## config.mk

```make
export PLATFORM = sky130hd
export DESIGN_NAME = leds7_cmd_decoder_flat
export DESIGN_NICKNAME = d
export VERILOG_FILES = /design/src/rtl/leds7_cmd_decoder_if.sv /design/src/rtl/leds7_cmd_decoder.sv /design/src/flat_wrapper.sv
export SDC_FILE = /design/constraint.sdc
export NUM_CORES = 1
export LEC_CHECK = 0
export ABC_AREA = 1
export CAP_MARGIN = 0
export CORE_AREA = 3 3 89 91
export CTS_CLUSTER_DIAMETER = 120
export DETAILED_ROUTE_END_ITERATION = 8
export DIE_AREA = 0 0 92 94
export GPL_TIMING_DRIVEN = 0
export PLACE_DENSITY_LB_ADDON = 0.05
export SLEW_MARGIN = 20
export SYNTH_ARGS = -nofsm -noshare
export SYNTH_HDL_FRONTEND = slang
export SYNTH_SLANG_ARGS = --single-unit
```

## constraint.sdc

```tcl
create_clock -name clk -period 1.9 [get_ports clk]
set_input_delay 0.285 -clock clk [delete_from_list [all_inputs] [get_ports clk]]
set_output_delay 0.285 -clock clk [all_outputs]
set_load 0.02 [all_outputs]
```

## src/rtl/leds7_cmd_decoder_if.sv

```systemverilog
// leds7_cmd_decoder_if: byte stream from the UART receive stage, strobe-qualified, no backpressure.
interface leds7_cmd_decoder_if;
  logic [7:0] tdata;
  logic       tvalid;
  modport master (output tdata, tvalid);
  modport slave  (input  tdata, tvalid);
endinterface

```

## src/rtl/leds7_cmd_decoder.sv

```systemverilog
// leds7_cmd_decoder: parses A5/addr/data[/csum] frames into per-digit hex and decimal-point registers.
// Defining LEDS7_CMD_CHECKSUM_EN adds the trailing checksum byte (A5 ^ addr ^ data) to each frame.
module leds7_cmd_decoder #(
  parameter int NUM_DIGITS = 4,
  parameter int CLK_FREQ   = 50,
  parameter int TIMEOUT_US = 1000
) (
  input  logic                    clk,
  input  logic                    resetn,
  leds7_cmd_decoder_if.slave      rx,
  output logic [4*NUM_DIGITS-1:0] digits,
  output logic [NUM_DIGITS-1:0]   dp,
  output logic                    upd,
  output logic                    frame_err,
  output logic [7:0]              err_cnt
);
  localparam int TO_CYC = CLK_FREQ * TIMEOUT_US;
  localparam int CW     = $clog2(TO_CYC + 1);
`ifdef LEDS7_CMD_CHECKSUM_EN
  typedef enum logic [1:0] {IDLE, ADDR, DATA, CSUM} state_t;
`else
  typedef enum logic [1:0] {IDLE, ADDR, DATA} state_t;
`endif
  state_t        state;
  logic [7:0]    addr;
  logic [CW-1:0] cnt;
  logic          timeout, addr_bad, commit, err_now, cdp;
  logic [3:0]    cval;
`ifdef LEDS7_CMD_CHECKSUM_EN
  logic [7:0]    data;
  assign commit  = rx.tvalid && state == CSUM && rx.tdata == (8'hA5 ^ addr ^ data);
  assign err_now = timeout || addr_bad || (rx.tvalid && state == CSUM && !commit);
  assign cval    = data[3:0];
  assign cdp     = data[7];
`else
  assign commit  = rx.tvalid && state == DATA;
  assign err_now = timeout || addr_bad;
  assign cval    = rx.tdata[3:0];
  assign cdp     = rx.tdata[7];
`endif
  // cnt is 0 after the sampling edge, so this edge lands frame_err TO_CYC cycles after the byte's tvalid cycle
  assign timeout  = state != IDLE && !rx.tvalid && cnt == CW'(TO_CYC - 2);
  assign addr_bad = rx.tvalid && state == ADDR && rx.tdata >= 8'(NUM_DIGITS);
  always_ff @(posedge clk) begin
    if (!resetn) begin
      state     <= IDLE;
      addr      <= '0;
      cnt       <= '0;
      digits    <= '0;
      dp        <= '0;
      upd       <= 1'b0;
      frame_err <= 1'b0;
      err_cnt   <= '0;
`ifdef LEDS7_CMD_CHECKSUM_EN
      data      <= '0;
`endif
    end else begin
      upd       <= commit;
      frame_err <= err_now;
      if (err_now && err_cnt != 8'hFF) err_cnt <= err_cnt + 8'd1;
      cnt <= (rx.tvalid || state == IDLE) ? '0 : cnt + 1'b1;
      for (int i = 0; i < NUM_DIGITS; i++)
        if (commit && addr == 8'(i)) begin
          digits[4*i +: 4] <= cval;
          dp[i]            <= cdp;
        end
      if (timeout) state <= IDLE;
      else if (rx.tvalid)
        case (state)
          IDLE: state <= rx.tdata == 8'hA5 ? ADDR : IDLE;
          ADDR: begin
            addr  <= rx.tdata;
            state <= addr_bad ? IDLE : DATA;
          end
`ifdef LEDS7_CMD_CHECKSUM_EN
          DATA: begin
            data  <= rx.tdata;
            state <= CSUM;
          end
`else
          DATA: state <= IDLE;
`endif
          default: state <= IDLE;
        endcase
    end
  end
endmodule

```

## src/flat_wrapper.sv

```systemverilog
// flat-port wrapper written by rule: the top's interface ports become plain ports
module leds7_cmd_decoder_flat 
#(
  parameter int NUM_DIGITS = 4,
  parameter int CLK_FREQ   = 50,
  parameter int TIMEOUT_US = 1000
)
  (clk, resetn, digits, dp, upd, frame_err, err_cnt, rx_tdata, rx_tvalid);
  leds7_cmd_decoder_if rx_i ();
  input  logic clk;
  input  logic resetn;
  output logic [4*NUM_DIGITS-1:0] digits;
  output logic [NUM_DIGITS-1:0] dp;
  output logic upd;
  output logic frame_err;
  output logic [7:0] err_cnt;
  input wire logic [$bits(rx_i.tdata)-1:0] rx_tdata;
  input wire logic [$bits(rx_i.tvalid)-1:0] rx_tvalid;
  assign rx_i.tdata = rx_tdata;
  assign rx_i.tvalid = rx_tvalid;
  leds7_cmd_decoder #(.NUM_DIGITS(NUM_DIGITS), .CLK_FREQ(CLK_FREQ), .TIMEOUT_US(TIMEOUT_US)) u_core (.clk(clk), .resetn(resetn), .rx(rx_i), .digits(digits), .dp(dp), .upd(upd), .frame_err(frame_err), .err_cnt(err_cnt));
endmodule
```

==> flow_summary.toml, run 1 <==
[worst_setup_path]
crit_fanout = 6
rr_endpoint = "u_core.err_cnt[6]"
cp_slowest_cell = "clkdlybuf4s50_1"
cp.required_ps = 1620
critPathLaunch = "u_core.err_cnt[6]"
cp_num_cells = 1
arrival_ps = 1400
path_class = "register to output port"
critical_path.max_stage_delay_ps = 650
ff2ff_setup_slack_ps = 310
crit_end = "err_cnt[6]"
start_kind = "register"
path_cells = "clkdlybuf4s50_1"
cp-end-kind = "output port"
cp_top_family = "buffers and inverters"
crit_buf_inv = 1
rr_startpoint = "u_core.err_cnt[0]"
rr_worst_depth = 7

[clocking]
worst_skew_pair.late_latency_ps = 300
clockBufferDepth = 2
ctsHtreeMaxLevel = 2
cts_resized = 0
root_buffer = "clkbuf_8"
cts_tree = "built"
cts_made_buffers = 5
postCtsSetupRepairBufs = 0
cts.sinks = 56
postCtsHoldBufs = 0
clkSlewWorstSetupHoldPaths_ps = 90

[routing]
first_pass_iters = 4
drc = 0
viasPerCell = 4.63
wl_per_cell_um = 11.9
drt-initial-drc-count = 173
dr_total_vias = 2162
ant_nets = 0
drt_wl_total_mm = 5.54

[grt]
grt_pass1_wl_mm = 9.32
grt_max_degree = 16
grt-ovfl-total = 0
grt_pass1_vias = 1958
antenna_found_initial = 0
track_usage_pct = 13.2

[placement]
dpl.hpwl_mm = 4.10
numPlacedInstances = 460
io_buffers = 40
gp_congestion = 0.778

[power]
ir_drop_mv = 0.304
power_density_nw_per_um2 = 625
p_leak_nw = 1.07

[floorplanning]
die-area_um2 = 8650
row_count = 31
die_h_um = 94
dieWidth_um = 92
ioPinCount = 41
initial_core_util_pct = 34.3
core_region_area_um2 = 7210

[cells_and_area]
post_layout_nonfiller_instances = 467
drive_gt1_share_pct = 8.70
syn2layout_area_growth_pct = 25.1
diodes = 0
nets = 382

[sta]
tns_ps = 0
fin_crit_sh_pct = 88.7
hold_viol = 0
fin_worst_skew_ps = 9.92
holdWs_ps = 467
timing.fmax_mhz = 593
tightest_slew_ps = 474
setup_viol = 0
slew_headroom_pct = 68.4
finalCriticalPeriod_ps = 1690
rsz0062_at_grt = "false"
maxSlewViolCount = 0

[synthesis]
synth-compound-area-share_pct = 15.9
synthAdderAreaFrac_pct = 1.52
synth_simple_gate_area_share_pct = 28.3
synth_fp_nets = 335
avgSynthCellArea_um2 = 7.71
synth_edf_count = 0
yosys-top-cells-count = "56 x dfxtp_1, 54 x nor2_1, 42 x a21oi_1"
muxShareOfSynthArea_pct = 0
synth_area_leader_cell = "dfxtp_1"
netlist_area_um2 = 2470
synth_seq_cells = 56
async_flop_share_pct = 0
ys.flop_type = "dfxtp_1"
synth.area.top_cells = "dfxtp_1 45%, a21oi_1 8.5%, nor2_1 8.2%"
syn_inst = 321
yosys.area_share.xor_xnor_pct = 3.19
post-synth-top-count-cell = "dfxtp_1"
synth_top_family_by_area = "simple AND/OR/NAND/NOR gates"
synth_cell_types = 33
yosysWarnings = 0
synthDominantCellAreaShare_pct = 45.3
ys_seq_area_share_pct = 45.3

[run]
maxCapViolations = 0

[run_status]
status = "complete, no violations"

[worst_hold_path]
hold_class = "register to register"
cell usage in the layout, fill, tap and decap left out, types with 3 or more instances in the layout:
master            n
ha_1              3
o21ai_0          29
o21ai_1           3
nor2_1           54
nand3_1          16
xor2_1            8
clkdlybuf4s50_1  40
clkbuf_8          7
nand2_1          41
nor2_2            3
nor3_4            6
dfxtp_1          56
a21oi_1          42
nand2_2           5
nor3_1            4
inv_1            26
metal layers:
layer / part of all wire, % / vias up / track usage [%]
met5: 0 / - / 0
met4: 0.79 / 0 / 3.34
met3: 4.0 / 5 / 3.04
met2: 46 / 39 / 22.0
met1: 49 / 975 / 17.4
li1: - / 1143 / -
final cells by class:
class	instances	area, um^2
Timing Repair Buffer	40	400
Multi-Input combinational cell	229	1210
Tap cell	99	124
Clock buffer	7	96.3
Fill cell	792	4120
Sequential cell	56	1120
Inverter	29	109
Buffer	7	36.3
metrics by stage:
step / power [mW] / utilization, % / instance area, um^2 / setup WS [ps]
2_1_floorplan: 1.23 / - / 2470 / 366
3_3_place_gp: 1.27 / 41.6 / 3000 / 15.0
3_5_place_dp: 1.27 / 41.6 / 3000 / 12.4
4_1_cts: 1.97 / 42.9 / 3100 / 195
5_1_grt: 2.02 / 42.9 / 3100 / 140
6_report: 1.93 / 42.9 / 3100 / 214
worst min-delay path by stage:
stage	cells past startpoint	slack, ps	start	to
floorplan	2	420	rx_tdata[4]	u_core.addr[4]
detailed placement	1	450	u_core.cnt[0]	u_core.cnt[0]
CTS	1	480	u_core.cnt[0]	u_core.cnt[0]
global placement	1	450	u_core.cnt[0]	u_core.cnt[0]
finish	1	470	u_core.cnt[0]	u_core.cnt[0]
global route	1	500	u_core.cnt[0]	u_core.cnt[0]
where the power goes:
part	internal [mW]	switching, mW	total (mW)
clock	0.326	0.366	0.692
sequential	1.17	0.000197	1.17
combinational	0.0284	0.0413	0.0697
sequential cells by signal (all words and copies together), names as in the netlist:
register / cells
u_core.addr: 8
u_core.frame_err: 1
u_core.cnt: 16
u_core.state: 2
u_core.dp: 4
u_core.upd: 1
u_core.digits: 16
u_core.err_cnt: 8
cells by family after synthesis:
| family | Yosys count |
|---|---|
| flops | 56 |
| buf+inv | 36 |
| xor+xnor | 9 |
| fa+ha+maj | 3 |
| simple gates | 140 |
| compound gates | 77 |
No activity file was read; power rests on OpenSTA's default activity.
==> inputs of run 2 (changes only) <==
--- a/config.mk
+++ b/config.mk
@@ -6,11 +6,10 @@
 export NUM_CORES = 1
 export LEC_CHECK = 0
 export ABC_AREA = 1
-export CAP_MARGIN = 0
-export CORE_AREA = 3 3 89 91
+export CORE_AREA = 3 3 102 79
 export CTS_CLUSTER_DIAMETER = 120
 export DETAILED_ROUTE_END_ITERATION = 8
-export DIE_AREA = 0 0 92 94
+export DIE_AREA = 0 0 105 82
 export GPL_TIMING_DRIVEN = 0
 export PLACE_DENSITY_LB_ADDON = 0.05
 export SLEW_MARGIN = 20
==> run 2 against run 1 <==
  * First-iteration DRC count fell by 63%
  * Sequential cell count stayed put
  * Clock skew about the same
  * Via count is 1.6% lower
  * Register-to-register slack worse by 40 ps
  * Total power fell by 1.1%
  * Critical endpoint unchanged
==> flow_summary.toml, run 2 (synthesized netlist as in run 1, its figures left out) <==
[worst_setup_path]
cp_slowest_cell = "clkdlybuf4s50_1"
critical_path.max_stage_delay_ps = 650
crit_fanout = 6
cp.required_ps = 1620
cp-end-kind = "output port"
cp_top_family = "buffers and inverters"
path_cells = "clkdlybuf4s50_1"
start_kind = "register"
arrival_ps = 1400
path_class = "register to output port"
crit_buf_inv = 1

[sta]
holdWs_ps = 471
setup_ws_ps = 210
tightest_slew_ps = 458
fin_worst_skew_ps = 9.98
slew_headroom_pct = 69.4
fin_crit_sh_pct = 88.9
tns_ps = 0
finalCriticalPeriod_ps = 1690
rsz0062_at_grt = "false"
hold_viol = 0
setup_viol = 0
maxSlewViolCount = 0
timing.fmax_mhz = 592

[cells_and_area]
most-common-layout-cells = "56 x dfxtp_1, 54 x nor2_1, 42 x a21oi_1"
multi_input_area_um2 = 1210
fillers = 787
nets = 382
post_layout_nonfiller_instances = 470
syn2layout_area_growth_pct = 24.9
largestRegisters = "u_core.cnt: 16 flops, u_core.digits: 16 flops"
diodes = 0
seq_area_um2 = 1120
finalInstanceArea_um2 = 3090
drive_gt1_share_pct = 8.40
final_common_cell = "dfxtp_1"
final_util_pct = 42.8

[routing]
drt-initial-drc-count = 64
first_pass_iters = 4
drt_wl_total_mm = 5.57
viasPerCell = 4.53
wl_per_cell_um = 11.8
ant_nets = 0
drc = 0
dr_total_vias = 2127

[placement]
place_ws_ps = 15.9
numPlacedInstances = 462
gp_congestion = 0.781
io_buffers = 40
dpl_cell_area_um2 = 3000
dpl.hpwl_mm = 4.10

[run_status]
status = "complete, no violations"

[power]
comb_power_share_pct = 3.6
p_sw_mw = 0.414
total_power_mw = 1.91
p_leak_nw = 1.06
clockPowerShare_pct = 35.1
seq_power_share_pct = 61.3
ir_drop_mv = 0.303
power_density_nw_per_um2 = 619
p_int_mw = 1.50
p_sw_share_pct = 21.6

[grt]
grt_pass1_wl_mm = 9.52
antenna_found_initial = 0
track_usage_pct = 13.7
grt_max_degree = 16
grt-ovfl-total = 0
grt_pass1_vias = 1923

[clocking]
cts_resized = 0
postCtsHoldBufs = 0
cts.sinks = 56
cts_made_buffers = 5
cts_tree = "built"
worst_skew_pair.late_latency_ps = 300
postCtsSetupRepairBufs = 0
clkSlewWorstSetupHoldPaths_ps = 90
ctsHtreeMaxLevel = 2
root_buffer = "clkbuf_8"
clockBufferDepth = 2

[worst_hold_path]
hold_class = "register to register"

[floorplanning]
die-area_um2 = 8610
ioPinCount = 41
initial_core_util_pct = 34.2
row_count = 27
core_region_area_um2 = 7230
die_h_um = 82
dieWidth_um = 105

[run]
maxCapViolations = 0
run 2: changes by cell type in the layout (fill, tap and decap cells not counted):
cell / delta
clkbuf_8: -1
clkbuf_1: +2
run 2: area by class of cell:
class,instances,share of cell area [%]
plain buffers,7,1.17
clock buffers,8,2.91
inverters,29,3.52
multi-input cells,229,39.1
flip-flops and latches,56,36.3
well taps,101,4.09
repair buffers,40,13.0
run 2: worst paths after layout:
kind,start,end,slack (ps),depth (start not counted)
worst max-delay path,u_core.err_cnt[6],err_cnt[6],210,1
worst min-delay path,u_core.cnt[0],u_core.cnt[0],470,1
worst max register to register,u_core.err_cnt[0],u_core.err_cnt[1],270,7
worst min register to register,u_core.cnt[0],u_core.cnt[0],470,1
run 2: power groups by stage:
stage | Combinational [mW] | Clock [mW] | Sequential, mW
2_1_floorplan | 0.0278 | 0 | 1.20
3_3_place_gp | 0.0706 | 0 | 1.20
3_5_place_dp | 0.0696 | 0 | 1.20
4_1_cts | 0.0700 | 0.713 | 1.17
5_1_grt | 0.0773 | 0.752 | 1.17
6_report | 0.0691 | 0.672 | 1.17
run 2: routing by layer:
metal | GRT usage [%] | share of wire [%]
met2 | 20.9 | 42
met3 | 2.99 | 3.8
met4 | 3.15 | 0.68
met5 | 0 | 0
met1 | 19.9 | 54
